===== config.mk =====
export PLATFORM = sky130hd
export DESIGN_NAME = decoder_proj
export DESIGN_NICKNAME = d
export VERILOG_FILES = /design/src/rtl/decoder_proj_pkg.sv /design/src/rtl/decoder_proj_seg7.sv /design/src/rtl/decoder_proj.sv
export SDC_FILE = /design/constraint.sdc
export NUM_CORES = 1
export LEC_CHECK = 0
export CAP_MARGIN = 0
export CORE_UTILIZATION = 40
export CTS_BUF_LIST = sky130_fd_sc_hd__clkbuf_4
export DETAILED_ROUTE_END_ITERATION = 10
export GPL_TIMING_DRIVEN = 0
export PLACE_DENSITY_LB_ADDON = 0.1
export SYNTH_ARGS = -nofsm -noshare
export SYNTH_HDL_FRONTEND = slang
export SYNTH_HIERARCHICAL = 1
export SYNTH_SLANG_ARGS = --single-unit

===== constraint.sdc =====
create_clock -name clk -period 0.8 [get_ports clk]
set_input_delay 0.08 -clock clk [delete_from_list [all_inputs] [get_ports clk]]
set_output_delay 0.08 -clock clk [all_outputs]
set_load 0.005 [all_outputs]

===== src/rtl/decoder_proj_pkg.sv =====
`default_nettype none
// ============================================================================
// Module   : decoder_proj_pkg
// Purpose  : Shared types and constants for the nibble decoder.
// Revision : 1.0
// ============================================================================
package decoder_proj_pkg;

    typedef enum logic [1:0] {
        MODE_ONEHOT = 2'b00,
        MODE_HEX    = 2'b01,
        MODE_BCD    = 2'b10,
        MODE_THERM  = 2'b11
    } mode_e;

    localparam int DATA_LSB = 0;
    localparam int DATA_MSB = 3;
    localparam int EN_BIT   = 4;
    localparam int MODE_LSB = 5;
    localparam int MODE_MSB = 6;

    localparam logic [3:0] BCD_MAX    = 4'd9;
    localparam logic [3:0] THERM_FULL = 4'd8;

    // Segments {g,f,e,d,c,b,a}, active-high; entry 0 is the rightmost element.
    localparam logic [15:0][6:0] SEG7_TABLE = {
        7'h71, 7'h79, 7'h5E, 7'h39, 7'h7C, 7'h77, 7'h6F, 7'h7F,
        7'h07, 7'h7D, 7'h6D, 7'h66, 7'h4F, 7'h5B, 7'h06, 7'h3F
    };

endpackage : decoder_proj_pkg
`default_nettype wire


===== src/rtl/decoder_proj_seg7.sv =====
`default_nettype none
// ============================================================================
// Module   : decoder_proj_seg7
// Purpose  : Combinational nibble to 7-segment lookup.
// Revision : 1.0
// ============================================================================
module decoder_proj_seg7
    import decoder_proj_pkg::*;
(
    input  logic [3:0] nib_i,
    output logic [6:0] seg_o
);

    assign seg_o = SEG7_TABLE[nib_i];

endmodule : decoder_proj_seg7
`default_nettype wire


===== src/rtl/decoder_proj.sv =====
`default_nettype none
// ============================================================================
// Module   : decoder_proj
// Purpose  : Registered multi-mode nibble decoder (one-hot/hex/BCD/thermo).
//            DECODER_PROJ_FORMAL_EN compiles in assertions and cover points.
// Revision : 1.0
// ============================================================================
module decoder_proj
    import decoder_proj_pkg::*;
(
    input  logic       clk,
    input  logic       rst_n,
    input  logic [6:0] io_in,
    output logic [7:0] io_out,
    output logic       err,
    output logic       valid
);

    logic [3:0] data_w;
    logic       en_w;
    mode_e      mode_w;
    logic [6:0] seg_w;

    logic [7:0] io_out_d, io_out_q;
    logic       err_d,    err_q;
    logic       valid_d,  valid_q;

    assign data_w = io_in[DATA_MSB:DATA_LSB];
    assign en_w   = io_in[EN_BIT];
    assign mode_w = mode_e'(io_in[MODE_MSB:MODE_LSB]);

    decoder_proj_seg7 u_seg7 (
        .nib_i (data_w),
        .seg_o (seg_w)
    );

    always_comb begin
        io_out_d = 8'h00;
        err_d    = 1'b0;
        valid_d  = en_w;
        if (en_w) begin
            case (mode_w)
                MODE_ONEHOT: begin
                    io_out_d = 8'h01 << data_w[2:0];
                    err_d    = data_w[3];
                end
                MODE_HEX: io_out_d = {1'b0, seg_w};
                MODE_BCD: begin
                    if (data_w <= BCD_MAX) io_out_d = {1'b0, seg_w};
                    else                   err_d    = 1'b1;
                end
                MODE_THERM: begin
                    // Any d >= 8 saturates to a full bar.
                    if (data_w[3]) io_out_d = 8'hFF;
                    else           io_out_d = (8'h01 << data_w[2:0]) - 8'h01;
                    err_d = (data_w > THERM_FULL);
                end
                default: io_out_d = 8'h00;
            endcase
        end
    end

    always_ff @(posedge clk or negedge rst_n) begin
        if (!rst_n) begin
            io_out_q <= 8'h00;
            err_q    <= 1'b0;
            valid_q  <= 1'b0;
        end else begin
            io_out_q <= io_out_d;
            err_q    <= err_d;
            valid_q  <= valid_d;
        end
    end

    assign io_out = io_out_q;
    assign err    = err_q;
    assign valid  = valid_q;

`ifdef DECODER_PROJ_FORMAL_EN
    a_onehot: assert property (@(posedge clk) disable iff (!rst_n)
        (valid_q && $past(mode_w == MODE_ONEHOT)) |-> $onehot(io_out_q));
    a_err_valid: assert property (@(posedge clk) disable iff (!rst_n)
        err_q |-> valid_q);
    a_idle_zero: assert property (@(posedge clk) disable iff (!rst_n)
        !valid_q |-> (io_out_q == 8'h00));
    a_bcd_blank: assert property (@(posedge clk) disable iff (!rst_n)
        (valid_q && $past(mode_w == MODE_BCD) && io_out_q == 8'h00) |-> err_q);

    c_onehot: cover property (@(posedge clk) en_w && mode_w == MODE_ONEHOT);
    c_hex:    cover property (@(posedge clk) en_w && mode_w == MODE_HEX);
    c_bcd:    cover property (@(posedge clk) en_w && mode_w == MODE_BCD);
    c_therm:  cover property (@(posedge clk) en_w && mode_w == MODE_THERM);
    c_bcd_12: cover property (@(posedge clk) en_w && mode_w == MODE_BCD && data_w == 4'd12);
`else
`endif

endmodule : decoder_proj
`default_nettype wire


==> Yosys cells after proc, flatten, opt, wreduce, memory -nomap -nowiden <==
Memories as Yosys holds them, arrays and structs flattened.
Cells that the tools add are included.
{ "totals": {"register_bits": 10, "latchBits": 0, "ram_bits": 0, "mem_bits_ro": 112, "input_bits": 9, "output_inout_bits": 10, "wordCells": 21, "mem_count": 1} }
{ "op_classes": {"n_addsub": 1, "mul": 0, "div_mod_pow": 0, "magnitude_cmp": 3, "n_eq_ne": 3, "shift": 1, "muxes": 8, "n_bitwise": 0, "n_reduce_logical": 1} }
{ "memory_table": {"columns": ["name", "words", "word_bits", "rd", "rd_clocked_by_memory_dff", "wr", "line_no", "source"], "rows": [
  ["(no name shown)", 16, 7, 1, 0, 0, "decoder_proj_seg7.sv:14", "assign seg_o = SEG7_TABLE[nib_i];"]
]} }
{ "ops": {"columns": ["cell", "n"], "rows": [
  ["$pmux 8 s4", 1],
  ["$mux 8", 2],
  ["$mux 7", 2],
  ["$shl 1x3->8 const A", 1],
  ["$sub 8x1->8 const B", 1],
  ["$lt 4x5->1 const B", 1],
  ["$eq 2x2->1 const B", 2],
  ["$gt 4x4->1 const B", 1],
  ["$le 4x4->1 const B", 1],
  ["$pmux 1 s3", 1],
  ["$eq 2x1->1 const B", 1],
  ["$logic_not 2->1", 1],
  ["$mux 1", 2]
]} }

==> Longest topological paths before layout <==
{ "depth": {"word_depth": 5, "mapped_depth": 7, "mapped_depth_nobuf": 7} }

==> By module <==
Netlist, hierarchy kept.
{ "by_module_without_submodules": {"columns": ["module", "n_inst", "cells_per_inst", "area_each_um2"], "rows": [
  ["decoder_proj", 1, 65, 639.4],
  ["decoder_proj_seg7", 1, 33, 287.8]
]} }

==> Worst setup path before layout <==
Ideal clock, no wire load.
{ "synth_timing": {"kind": "input port to flip-flop", "startpoint": "in io_in[1]", "endpoint": "reg io_out_q[5], in the netlist io_out[5]", "setup_time_ns": 0.066, "arrival_ns": 1.117, "required_time_ns": 0.734, "path_slack_ns": -0.383, "cell_stages": 7, "n_path_buf": 0, "path_cell_list": "inv_1 ha_1 mux2_2 a21oi_1 inv_1 nor3_1 o311a_1"} }
{ "synth_via": {"elab_chain_len": 5} }
{ "synth_lines": {"columns": ["element", "line_no", "source"], "rows": [
  ["start, declared", "decoder_proj.sv:13", "input logic [6:0] io_in,"],
  ["$mem_v2 16x7 *", null, null],
  ["$mux 7 (not written as such) *", "decoder_proj_seg7.sv:14", null],
  ["via seg_w[5]", "decoder_proj.sv:22", "logic [6:0] seg_w;"],
  ["$mux 7", "decoder_proj.sv:49", "if (data_w <= BCD_MAX) io_out_d = {1'b0, seg_w};"],
  ["$pmux 8 s4 *", "decoder_proj.sv:42", "case (mode_w)"],
  ["$mux 8 *", "decoder_proj.sv:41", "if (en_w) begin"],
  ["via io_out_d[5]", "decoder_proj.sv:24", "logic [7:0] io_out_d, io_out_q;"],
  ["end signal, assigned", "decoder_proj.sv:69", "io_out_q <= io_out_d;"],
  ["end, declared", "decoder_proj.sv:24", null]
]} }
Mark *: on every way through the listed nets, which the timed path passes. The rest lies on a longest branch. The select of a mux whose other input is x is not followed.

==> Worst setup path in the final report <==
{ "layout_timing": {"startpoint": "in io_in[0]", "endpoint": "reg io_out_q[6], in the netlist io_out[6]"} }
Same word-level chain as after synthesis.

==> qor.yml <==
status:
  status: "finished with violations"
  violations: "setup timing"
place:
  place_hpwl_mm: 1.482
  gp_congestion: 0.7618
  placed_cell_area_um2: 1200
  post-place-ws_ns: -1.305
  portBuffers: 16
global_routing:
  antenna_found_initial: 0
  grt_max_degree: 11
  grt_pass1_vias: 823
  grt_overflow: 0
  grt_first_pass_wirelength_mm: 3.898
  grt_usage_pct: 20.97
timing:
  finalSetupViolCount: 16
  maxSlewViolCount: 0
  tightest_slew_ns: 0.4463
  fin_crit_ns: 0.9608
  finalHoldViolations: 0
  max_slew_margin_pct: 70.15
  period_share_pct: 120.1
  rsz0062_at_grt: "yes"
  fin_ws_ns: -0.1608
  max_freq_ghz: 1.041
critical_path:
  critPathKind: "in2reg"
  worst_ep_arrival_time_ns: 1.13
  critPathLaunchType: "primary input"
  required_ns: 0.97
  path_max_fanout: 6
  slowest_delay_ns: 0.28
  end_kind: "flop"
  cp_slowest_cell: "mux2_4"
  cpLargestDelayFamily: "compound AO/OA/AOI/OAI gates"
  crit_buf_inv: 1
  crit_chain: "buf_12 > ha_4 > mux2_4 > a21oi_2 > nand3_2 > a221oi_2"
detailed_routing:
  remaining_drc_errors: 0
  postRouteAntennaNets: 0
  viasPerCell: 5.660
  dr_total_vias: 883
  firstDrtPassIters: 7
  drt_iter0_drc: 18
  wl_per_cell_um: 14.79
  wirelength_mm: 2.307
clock_tree:
  numCtsBuffers: 3
  cts.sinks: 10
  clk_pin_slew_ns: 0.07
  cts_buffer_depth: 2
  cts_tree: "done"
  htreeDepth: 1
  cts_hold_buf: 0
  cts_root_buf: "clkbuf_4"
logic_synthesis:
  async_flop_share_pct: 100.0
  avgSynthCellArea_um2: 9.461
  netlist_area_um2: 927.1
  ys_seq_elements: 10
  ys_seq_area_share_pct: 26.99
  synth_top_area_share_pct: 26.99
  synth_nets: 114
  synth_top_flop_cell: "dfrtp_1"
  synth_top_area_cell: "dfrtp_1"
  synth-edff-count: 0
  synth_cells: 98
  yosys_warnings: 6
  ys_types: 40
  synthTopCellsByArea: "dfrtp_1, ha_1, buf_6, a21oi_1, mux2_2"
layout:
  drive_above_1_share_pct: 53.13
  design_area_um2: 1396
  n_antenna_cell: 0
  fillerInstances: 177
  syn2layout_area_growth_pct: 50.61
  nNetsFinal: 145
power:
  pwr-share-comb_pct: 40.7
  pwr-share-clk_pct: 23.4
  peakVddDrop_mv: 1.378
  cellPowerDensity_nw_per_um2: 1097
  power.net_switching_mw: 0.4945
  pwr-share-seq_pct: 35.9
  intPower_mw: 1.037
  p_sw_share_pct: 32.29
  p_leak_nw: 0.6059
worst_hold_path:
  hold_class: "in2async"
floorplan:
  die_h_um: 50.15
  die_w_um: 50.15
  fp-row-count: 17
  ioPinCount: 19
  die-area_um2: 2515
  start_util_pct: 42.32
  core_um2: 2191
run:
  maxCapViolations: 0
cell usage after synthesis, drive strengths merged, types with 2 or more instances:
| cell type | number |
|---|---|
| nand3 | 7 |
| dfrtp | 10 |
| nor2b | 2 |
| a31o | 2 |
| ha | 7 |
| mux2 | 3 |
| nor2 | 3 |
| a31oi | 5 |
| buf | 8 |
| mux2i | 2 |
| a21oi | 8 |
| nor4 | 2 |
| nand2 | 4 |
| nand3b | 3 |
| o21ai | 4 |
| inv | 7 |
| nor3 | 3 |
stage by stage:
| stage | instances | setup TNS [ns] | hold WS, ns | power, mW | util [%] |
|---|---|---|---|---|---|
| floorplan | 98 | -0.9118 | -0.2156 | 0.8795 | - |
| global placement | 142 | -10.98 | 0.4136 | 1.076 | 54.77 |
| detailed placement | 142 | -11.04 | 0.4324 | 1.084 | 54.77 |
| CTS | 154 | -0.7770 | 0.1480 | 1.497 | 60.94 |
| global route | 156 | -1.365 | 0.1553 | 1.639 | 63.74 |
| finish | 156 | -0.7160 | 0.1239 | 1.531 | 63.74 |
sequential cells by signal (all words and copies together), names as in the netlist:
| signal | count |
|---|---|
| err | 1 |
| io_out | 8 |
| valid | 1 |
logic make-up (layout without fill, tap and decap cells):
group,after synthesis,count (layout),share of synthesized area (%)
flops,10,10,26.99
mux,6,6,8.637
fa+ha+maj,7,7,9.446
simple gates,30,30,19.57
compound gates,29,29,22.54
buf+inv,15,45,9.852
xor+xnor,1,1,2.969
power groups by stage:
stage          logic, mW  clock network, mW  registers (mW)
5_1_grt            0.675              0.411           0.553
6_report           0.624              0.358           0.550
2_1_floorplan      0.312                  0           0.568
3_5_place_dp       0.522                  0           0.562
3_3_place_gp       0.516                  0           0.560
4_1_cts            0.578              0.368           0.551
cells in the final DEF (no fill, tap or decap), types with 2 or more instances in the layout:
master           instances
nand3_1                  2
buf_6                   10
a31o_1                   2
buf_12                   4
buf_4                    6
dfrtp_1                 10
ha_1                     2
ha_4                     4
nor2b_1                  2
o21ai_1                  3
nand2_1                  4
a21oi_1                  3
clkdlybuf4s50_1          2
buf_2                   12
nand3b_1                 3
nor2_1                   2
a31oi_1                  5
inv_1                    4
mux2_4                   3
clkbuf_4                 3
nand3_2                  5
a21oi_2                  5
final cells by class:
| type | count | area [µm²] | area share, % |
|---|---|---|---|
| multi-input combinational | 73 | 720.7 | 51.61 |
| sequential | 10 | 250.2 | 17.92 |
| timing repair buffer | 26 | 240.2 | 17.20 |
| buffer | 8 | 77.57 | 5.556 |
| inverter | 7 | 46.29 | 3.315 |
| tap | 28 | 35.03 | 2.509 |
| clock buffer | 3 | 22.52 | 1.613 |
| clock inverter | 1 | 3.754 | 0.2688 |
what timing repair did:
| item | in CTS | in global routing |
|---|---|---|
| endpoints found under the setup margin | 19 | 18 |
| buffers inserted | 8 | 2 |
| pin swaps | 5 | 6 |
| resized for setup | 84 | 14 |
worst max path at each step:
stage                        start        end  slack, ns  depth (start not counted)
after floorplan           io_in[1]  io_out[3]      -0.22                          5
after global placement    io_in[1]  io_out[5]      -1.30                          8
after detailed placement  io_in[1]  io_out[5]      -1.30                          8
after CTS                 io_in[1]  io_out[5]      -0.13                          8
after global routing      io_in[0]  io_out[6]      -0.20                          6
final                     io_in[0]  io_out[6]      -0.16                          6
per-layer routing:
metal	part of all wire, %	GRT usage, %
met1	43	26.19
met2	52	35.33
met3	4.2	5.455
met4	0.52	5.714
met5	0	0
(Power assumes the default switching activity.)
